--- src/rtl/period_step_ctrl.sv ---
// Blink-period controller: inc/dec keys with hold auto-repeat and
// saturating steps, plus a blink phase generated from the 1 kHz tick.
//   clk, rst         : system clock, synchronous active-high reset
//   tick_1ms         : one-clk strobe at 1 kHz
//   key_dec, key_inc : debounced active-low key levels
//   period           : current half-cycle period in ms
//   period_upd       : one-clk pulse whenever period changes
//   at_min, at_max   : period sits at a limit
//   blink            : blink phase, toggles every `period` ticks
module period_step_ctrl #(
  parameter int PERIOD_DEF = 1000,
  parameter int PERIOD_MIN = 50,
  parameter int PERIOD_MAX = 1000,
  parameter int STEP       = 50,
  parameter int HOLD_DELAY = 500,
  parameter int REPEAT_MS  = 100,
  parameter int PW         = 10
) (
  input  logic          clk,
  input  logic          rst,
  input  logic          tick_1ms,
  input  logic          key_dec,
  input  logic          key_inc,
  output logic [PW-1:0] period,
  output logic          period_upd,
  output logic          at_min,
  output logic          at_max,
  output logic          blink
);

  localparam logic [PW-1:0] P_DEF   = PW'(PERIOD_DEF);
  localparam logic [PW-1:0] P_MIN   = PW'(PERIOD_MIN);
  localparam logic [PW-1:0] P_MAX   = PW'(PERIOD_MAX);
  localparam logic [PW-1:0] P_STEP  = PW'(STEP);
  localparam logic [PW-1:0] DEC_LIM = PW'(PERIOD_MIN + STEP);
  localparam logic [PW-1:0] INC_LIM = PW'(PERIOD_MAX - STEP);
  localparam logic [PW-1:0] H_LAST  = PW'(HOLD_DELAY - 1);
  localparam logic [PW-1:0] R_LAST  = PW'(REPEAT_MS - 1);

  typedef enum logic [1:0] {
    IDLE,
    HOLD,
    REPEAT,
    LOCK
  } state_e;

  state_e        state_q, state_d;
  logic          act_dec_q, act_dec_d;
  logic [PW-1:0] hcnt_q, hcnt_d;
  logic [PW-1:0] period_q, period_d;
  logic          upd_q;
  logic [PW-1:0] bcnt_q, bcnt_d;
  logic          blink_q, blink_d;
  logic          key_dec_q, key_inc_q;

  logic dec_press, inc_press;
  logic act_low, oth_low;
  logic do_step, step_dec;

  assign dec_press = !key_dec && key_dec_q;
  assign inc_press = !key_inc && key_inc_q;
  assign act_low   = act_dec_q ? !key_dec : !key_inc;
  assign oth_low   = act_dec_q ? !key_inc : !key_dec;

  always_comb begin
    state_d   = state_q;
    act_dec_d = act_dec_q;
    hcnt_d    = hcnt_q;
    do_step   = 1'b0;
    step_dec  = act_dec_q;
    unique case (state_q)
      IDLE: begin
        if (!key_dec && !key_inc) begin
          state_d = LOCK;
        end else if (dec_press || inc_press) begin
          do_step   = 1'b1;
          step_dec  = dec_press;
          act_dec_d = dec_press;
          hcnt_d    = '0;
          state_d   = HOLD;
        end
      end
      HOLD, REPEAT: begin
        if (oth_low) begin
          state_d = LOCK;
        end else if (!act_low) begin
          state_d = IDLE;
        end else if (tick_1ms) begin
          if (hcnt_q == ((state_q == HOLD) ? H_LAST : R_LAST)) begin
            do_step = 1'b1;
            hcnt_d  = '0;
            state_d = REPEAT;
          end else begin
            hcnt_d = hcnt_q + 1'b1;
          end
        end
      end
      LOCK: begin
        if (key_dec && key_inc) state_d = IDLE;
      end
      default: state_d = IDLE;
    endcase
  end

  // Limits are checked before the add/subtract so the value never wraps.
  always_comb begin
    period_d = period_q;
    if (do_step) begin
      if (step_dec) begin
        period_d = (period_q >= DEC_LIM) ? period_q - P_STEP : P_MIN;
      end else begin
        period_d = (period_q <= INC_LIM) ? period_q + P_STEP : P_MAX;
      end
    end
  end

  // >= lets a period drop below the running count toggle on the next tick.
  always_comb begin
    bcnt_d  = bcnt_q;
    blink_d = blink_q;
    if (tick_1ms) begin
      if (bcnt_q >= period_q - 1'b1) begin
        bcnt_d  = '0;
        blink_d = !blink_q;
      end else begin
        bcnt_d = bcnt_q + 1'b1;
      end
    end
  end

  always_ff @(posedge clk) begin
    if (rst) begin
      state_q   <= IDLE;
      act_dec_q <= 1'b0;
      hcnt_q    <= '0;
      period_q  <= P_DEF;
      upd_q     <= 1'b0;
      bcnt_q    <= '0;
      blink_q   <= 1'b0;
      key_dec_q <= 1'b1;
      key_inc_q <= 1'b1;
    end else begin
      state_q   <= state_d;
      act_dec_q <= act_dec_d;
      hcnt_q    <= hcnt_d;
      period_q  <= period_d;
      upd_q     <= (period_d != period_q);
      bcnt_q    <= bcnt_d;
      blink_q   <= blink_d;
      key_dec_q <= key_dec;
      key_inc_q <= key_inc;
    end
  end

  assign period     = period_q;
  assign period_upd = upd_q;
  assign at_min     = (period_q == P_MIN);
  assign at_max     = (period_q == P_MAX);
  assign blink      = blink_q;

endmodule

--- config.mk ---
export PLATFORM = sky130hd
export DESIGN_NAME = period_step_ctrl
export DESIGN_NICKNAME = d
export VERILOG_FILES = /design/src/rtl/period_step_ctrl.sv
export SDC_FILE = /design/constraint.sdc
export NUM_CORES = 1
export LEC_CHECK = 0
export CORE_AREA = 2 2 101 103
export CTS_BUF_LIST = sky130_fd_sc_hd__clkbuf_16
export DETAILED_ROUTE_END_ITERATION = 7
export DIE_AREA = 0 0 103 105
export DONT_BUFFER_PORTS = 1
export PLACE_DENSITY = 0.49
export SLEW_MARGIN = 10
export SYNTH_ARGS = -nofsm -noshare
export SYNTH_HDL_FRONTEND = slang
export SYNTH_SLANG_ARGS = --single-unit
export TNS_END_PERCENT = 30
--- constraint.sdc ---
create_clock -name clk -period 4.4 [get_ports clk]
set_clock_uncertainty 0.05 [all_clocks]
set_input_delay 0.44 -clock clk [delete_from_list [all_inputs] [get_ports clk]]
set_output_delay 0.44 -clock clk [all_outputs]
set_load 0.05 [all_outputs]
==> run metrics, run 1 <==
Finished Cell Area 0.00317 sq mm; diode count 0; Mapped Avg Cell Area 7.98 sq um; placed cell areas 0.00300 sq mm; total power 1.74 mW; Startpoint Class register; Comb pwr share 0.506; initial antenna violation count 0; Switching Power 793 uW; GP Congestion 0.884; Synth Cell Area 0.00288 sq mm; footprint of the multi-input gates 0.00199 sq mm; layout cells sized above 1 0.0983; max-cap violations 0; Most used DFF post-synth dfxtp_1; Pleak 1.21 nW; critical path arrival 3.44 ns; clock network power share 0.245; CP Capture Type register; WL/cell 15.1 um; fillers 1,055; GRT Total Usage 0.141; Worst Tran Pin Value 0.970 ns; Seq cells post-synth 37; die area 0.0108 sq mm; HP Class in2reg; FF+latch area 741 sq um; f_max 298 MHz; ANT nets after route 0; Synth cell types 65; power density cells 547 mW/mm^2; RSZ-0062 raised after global routing false; Reg2Reg Setup Slack 1.05 ns; H-tree Lvls 2; WL final 7400 um; Int Power 943 uW; I/O pin total 19; I/O Buffers 0; CTS Buffer Depth 2; core area 0.00964 sq mm; dpl hpwl 5300 um; pre-CTS setup slack 1.08 ns; Via Count 2,611; CTS tree done; PnR worst setup slack 1.05 ns; leading cell type in the layout, fill and taps excluded nor2_1; Seq/Total Area, Yosys 0.257; status finished, final reports clean; required time of the critical path 4.49 ns; proportion of power drawn by flip-flops and latches 0.249; maximum VDD drop 0.194 mV; Reg clk slew, reported paths 0.07 ns; clk_lat worst skew 0.29 ns; vias in the first global route 2,499; reg-to-reg critical path endpoint bcnt_q[3]$_SDFFE_PP0P_; Setup Total Neg Slack 0 ns; met2 wire len 3470 um; 1st-pass router iterations 4; Worst Hold End bcnt_q[1]$_SDFFE_PP0P_; crit path kind reg2reg; Yosys warnings 0; Root Driver clkbuf_16; met3 WL 296 um; pin count of the biggest net entering global routing 25; met1 WL 3500 um; post-layout net count 382; R2R depth 13; Setup Viol. Count Final 0; die height 105 um; Mapped Cells 361; Final min period 3.35 ns; Clock Sinks 37; Resized cells post-CTS 0; reg2reg start period[1]$_SDFF_PP0_; EDFF count, synth 0; Post-CTS Hold Fix Bufs 0; Via-to-Cell Ratio 5.34; Layout Utilization 0.329; Max Slew Vio Count 0; Rows 36; final cell count without fillers 489; Crit Path Max Fanout 10; Sw Ratio 0.457; Syn Nets 388; max layer used met4; CTS buffer count 5; first-pass GRT wire length 12,300 um; Worst slew margin 0.352; DRC Markers 0; Initial Utilization 0.299; Post CTS Setup Buffer Count 0; die width 103 um; most frequent cells in the layout nor2_1 (43), nand2_1 (39), dfxtp_1 (37), ha_1 (22), xnor2_1 (14); global route overflow 0; Hold WS 0.173 ns; Hold Crit Start rst; Post-synth ARST share 0; Final Hold Viols 0; violation count after the first detailed-route iteration 73; Inst Count DP 481; area grow syn2layout 10.3%; Worst Hold Depth 1; Final period util 0.762
==> area by class of cell <==
cell class,count,area share
Clock buffer,5,0.0394
Clock inverter,3,0.0146
Inverter,11,0.0130
Multi-Input combinational cell,292,0.628
Sequential cell,37,0.233
Tap cell,133,0.0524
Timing Repair Buffer,8,0.0189
==> critical path: stages (launching register included) <==
cell,delay [ns]
dfxtp_1,0.30
buf_4,0.21
inv_1,0.22
ha_1,0.28
nor2b_1,0.29
nand2_1,0.15
nor4_1,0.30
xnor2_1,0.11
ha_1,0.32
o21ai_0,0.07
nand2b_1,0.19
nand2_1,0.08
o21ai_1,0.52
nor2_1,0.11
==> worst max-delay path by stage <==
stage	from	end	slack [ns]	depth (start not counted)
6_report	period[1]$_SDFF_PP0_	bcnt_q[3]$_SDFFE_PP0P_	1.05	13
3_3_place_gp	period[1]$_SDFF_PP0_	bcnt_q[3]$_SDFFE_PP0P_	1.15	13
2_1_floorplan	period[4]$_SDFF_PP0_	at_min	1.09	4
4_1_cts	period[1]$_SDFF_PP0_	bcnt_q[3]$_SDFFE_PP0P_	1.04	13
5_1_grt	period[1]$_SDFF_PP0_	bcnt_q[3]$_SDFFE_PP0P_	0.62	13
3_5_place_dp	period[1]$_SDFF_PP0_	bcnt_q[3]$_SDFFE_PP0P_	1.08	13
==> per-layer routing <==
| metal | GRT usage | up-vias |
|---|---|---|
| met5 | 0 | - |
| met2 | 0.224 | 56 |
| met3 | 0.0261 | 12 |
| met1 | 0.189 | 1237 |
| met4 | 0.0479 | 0 |
| li1 | - | 1306 |
==> cells by family (layout without fill, tap and decap cells) <==
| kind of cell | after synthesis | count (layout) | share of synthesized area |
|---|---|---|---|
| adders and majority gates | 22 | 22 | 0.0956 |
| buffers and inverters | 32 | 27 | 0.0539 |
| xor gates and xnor gates | 27 | 27 | 0.0821 |
| AOI/OAI and AO/OA | 88 | 88 | 0.230 |
| muxes | 4 | 4 | 0.0148 |
| and+or+nand+nor | 151 | 151 | 0.266 |
| DFF | 37 | 37 | 0.257 |
==> cells in the mapped netlist (8+ instances only) <==
| library cell | n | area [sq um] |
|---|---|---|
| nor2_1 | 43 | 161 |
| nand2_1 | 39 | 146 |
| dfxtp_1 | 37 | 741 |
| ha_1 | 22 | 275 |
| xnor2_1 | 14 | 123 |
| a21oi_1 | 13 | 65.1 |
| nand3_1 | 13 | 65.1 |
| xor2_1 | 13 | 114 |
| inv_1 | 11 | 41.3 |
| o21ai_0 | 11 | 55.1 |
| nor3_1 | 10 | 50.1 |
| nand2b_1 | 8 | 50.1 |
==> registers in the layout, indices dropped and copies added, names as in the netlist <==
register and count:
hcnt_q 10, key_inc_q 1, blink 1, period 10, key_dec_q 1, act_dec_q 1
bcnt_q 10, period_upd 1, state_q 2
==> power by group through the flow <==
stage                     sequential, mW  clock, mW  combinational, mW
final                              0.433      0.425              0.878
after global routing               0.439      0.445              0.968
after CTS                          0.433      0.429              0.877
after detailed placement           0.440          0              0.870
after global placement             0.438          0              0.878
after floorplan                    0.483          0              0.667
Power figures use the tool's default switching activity.
==> run 2: changes to the inputs <==
--- a/config.mk
+++ b/config.mk
@@ -10,7 +10,7 @@
 export DETAILED_ROUTE_END_ITERATION = 7
 export DIE_AREA = 0 0 103 105
 export DONT_BUFFER_PORTS = 1
-export PLACE_DENSITY = 0.49
+export PLACE_DENSITY = 0.51
 export SLEW_MARGIN = 10
 export SYNTH_ARGS = -nofsm -noshare
 export SYNTH_HDL_FRONTEND = slang
==> constraint.sdc (replaced) <==
create_clock -name clk -period 2.8 [get_ports clk]
set_clock_uncertainty 0.05 [all_clocks]
set_input_delay 0.28 -clock clk [delete_from_list [all_inputs] [get_ports clk]]
set_output_delay 0.28 -clock clk [all_outputs]
set_load 0.05 [all_outputs]
==> run 2 against run 1 <==
  * Clock power is 54% higher
  * Hold slack lost 0.16 ns
  * Highest routed layer unchanged
  * Via count rose by 5.0%
  * Setup slack worse by 0.82 ns
  * Sequential power rose by 55%
  * Largest cell class unchanged
  * Clock-buffer cell count unchanged
  * Cell count rose by 3.5%
  * Combinational power rose by 71%
  * Sequential share of layout area is 0.94 points lower
  * Cell area up 4.5%
  * Global-route usage grew 0.57 points
  * Die area stayed put
==> run metrics, run 2 (same netlist as run 1, synthesis figures left out) <==
Setup Viol. Count Final 0 (unchanged); Worst Hold Depth 1 (unchanged); Final Hold Viols 0 (unchanged); Final period util 0.918 (+0.156); slowest CP cell o32ai_1; required time of the critical path 2.91 ns (-1.58 ns); post-layout net count 399 (+4.5%); CTS buffer count 5 (unchanged); Setup Total Neg Slack 0 ns (unchanged); WL/cell 15.2 um (+0.31%); Hold WS 0.0171 ns (-0.155 ns); critical-path cell list inv_1 > ha_1 > nor4_1 > o2111ai_1 > o32ai_1 > and2b_2 > o21ai_1 > a221o_1; Finished Cell Area 0.00332 sq mm (+4.5%); RSZ-0062 raised after global routing false; Max Slew Vio Count 0 (unchanged); placed cell areas 0.00314 sq mm (+4.5%); Rows 36 (unchanged); crit path kind reg2reg; most frequent cells in the layout nor2_1 (43), nand2_1 (39), dfxtp_1 (35), buf_4 (25), ha_1 (22); status finished, final reports clean; layer carrying the most global-route usage met2; Clock Sinks 37 (unchanged); I/O Buffers 0 (unchanged); reg-to-reg critical path endpoint period[6]$_SDFF_PP1_; violation count after the first detailed-route iteration 117 (+60%); diode count 0 (unchanged); CTS Buffer Depth 2 (unchanged); f_max 389 MHz (+30%); Post-CTS Hold Fix Bufs 0 (unchanged); GRT Total Usage 0.147 (+0.00568); Final min period 2.57 ns (-0.783 ns); global route overflow 0 (unchanged); M2 GR Usage 0.218 (-0.00649); Post CTS Setup Buffer Count 0 (unchanged); Worst slew margin 0.582 (+0.229); leading cell type in the layout, fill and taps excluded nor2_1; reg2reg start state_q[1]$_SDFFE_PP0P_; Reg2Reg Setup Slack 0.23 ns (-0.82 ns); GP Congestion 0.836 (-5.5%); CTS tree done; Worst Hold End hcnt_q[0]$_SDFFE_PP0P_; GR Layer Usage met1 0.205 (+0.0154); max-cap violations 0 (unchanged); CP Capture Type register; WL final 7680 um (+3.8%); H-tree Lvls 2 (unchanged); core area 0.00964 sq mm (unchanged); pin count of the biggest net entering global routing 25 (unchanged); die height 105 um (unchanged); Worst Tran Pin Value 0.623 ns (-0.347 ns); Pleak 1.30 nW (+6.8%); Root Driver clkbuf_16; critical path arrival 2.68 ns (-0.76 ns); die area 0.0108 sq mm (unchanged); power density cells 850 mW/mm^2 (+55%); die width 103 um (unchanged); final cell count without fillers 506 (+3.5%); Inst Count DP 498 (+3.5%); Crit Path Max Fanout 15 (+5); HP Class in2reg; 1st-pass router iterations 4 (unchanged); Setup crit start state_q[1]$_SDFFE_PP0P_; clk_lat worst skew 0.28 ns (about the same); Initial Utilization 0.299 (unchanged); vias in the first global route 2,642 (+5.7%); Layout Utilization 0.344 (+0.0149); ANT nets after route 0 (unchanged); R2R depth 8 (-5); initial antenna violation count 0 (unchanged); critical path's largest stage delay 0.43 ns (-0.09 ns); Reg clk slew, reported paths 0.06 ns (about the same); I/O pin total 19 (unchanged); maximum VDD drop 0.280 mV (+44%); Via Count 2,741 (+5.0%); area grow syn2layout 15.3%; Hold Crit Start rst; Startpoint Class register; layout cells sized above 1 0.158 (+0.0599); DRC Markers 0 (unchanged); Via-to-Cell Ratio 5.42 (+1.5%); GR met3 Demand/Resource 0.0288 (+0.00268); first-pass GRT wire length 12,800 um (+3.6%); dpl hpwl 5550 um (+4.7%)
[run 2: layout make-up]
class	instances	area (sq um)
Multi-Input combinational cell	292	2010
Clock buffer	5	125
Tap cell	133	166
Timing Repair Buffer	25	188
Inverter	11	41.3
Clock inverter	3	46.3
Sequential cell	37	743
Fill cell	1057	6320
[run 2: layer usage]
metal  vias to the layer above  part of all wire
met5                         -                 0
met4                         0             0.020
met3                        16             0.063
met2                        87              0.44
met1                      1298              0.47
li1                       1340                 -
[run 2: power by group]
group | total [mW] | internal, mW | leakage, nW | switching, mW
Sequential | 0.669 | 0.590 | 0.302 | 0.0797
Combinational | 1.50 | 0.544 | 0.914 | 0.953
Clock | 0.654 | 0.422 | 0.0800 | 0.233
[run 2: worst max-delay path by stage]
| stage | endpoint | slack [ns] |
|---|---|---|
| 5_1_grt | bcnt_q[3]$_SDFFE_PP0P_ | 0.02 |
| 6_report | period[6]$_SDFF_PP1_ | 0.23 |
| 2_1_floorplan | bcnt_q[0]$_SDFFE_PP0P_ | 0.06 |
| 3_3_place_gp | period[3]$_SDFF_PP1_ | 0.21 |
| 3_5_place_dp | period[6]$_SDFF_PP1_ | 0.11 |
| 4_1_cts | period[6]$_SDFF_PP1_ | 0.09 |
[run 2: stage by stage]
stage / setup WS, ns / power, mW
after floorplan: 0.0613 / 1.81
after global placement: 0.214 / 2.16
after detailed placement: 0.109 / 2.16
after CTS: 0.0896 / 2.83
after global routing: 0.0158 / 3.03
final: 0.230 / 2.82
[run 2: timing repair]
item / 4_1_cts / 5_1_grt
resized for setup: 0 / 2
endpoints found under the hold margin: 0 / 0
endpoints found under the setup margin: 0 / 12
[run 2: worst max-delay path: cells and delay by family (launching register included)]
| kind | cells | cell delay [ns] |
|---|---|---|
| fa+ha+maj | 1 | 0.20 |
| flops | 1 | 0.36 |
| compound gates | 4 | 1.20 |
| simple gates | 2 | 0.56 |
| buf+inv | 1 | 0.08 |
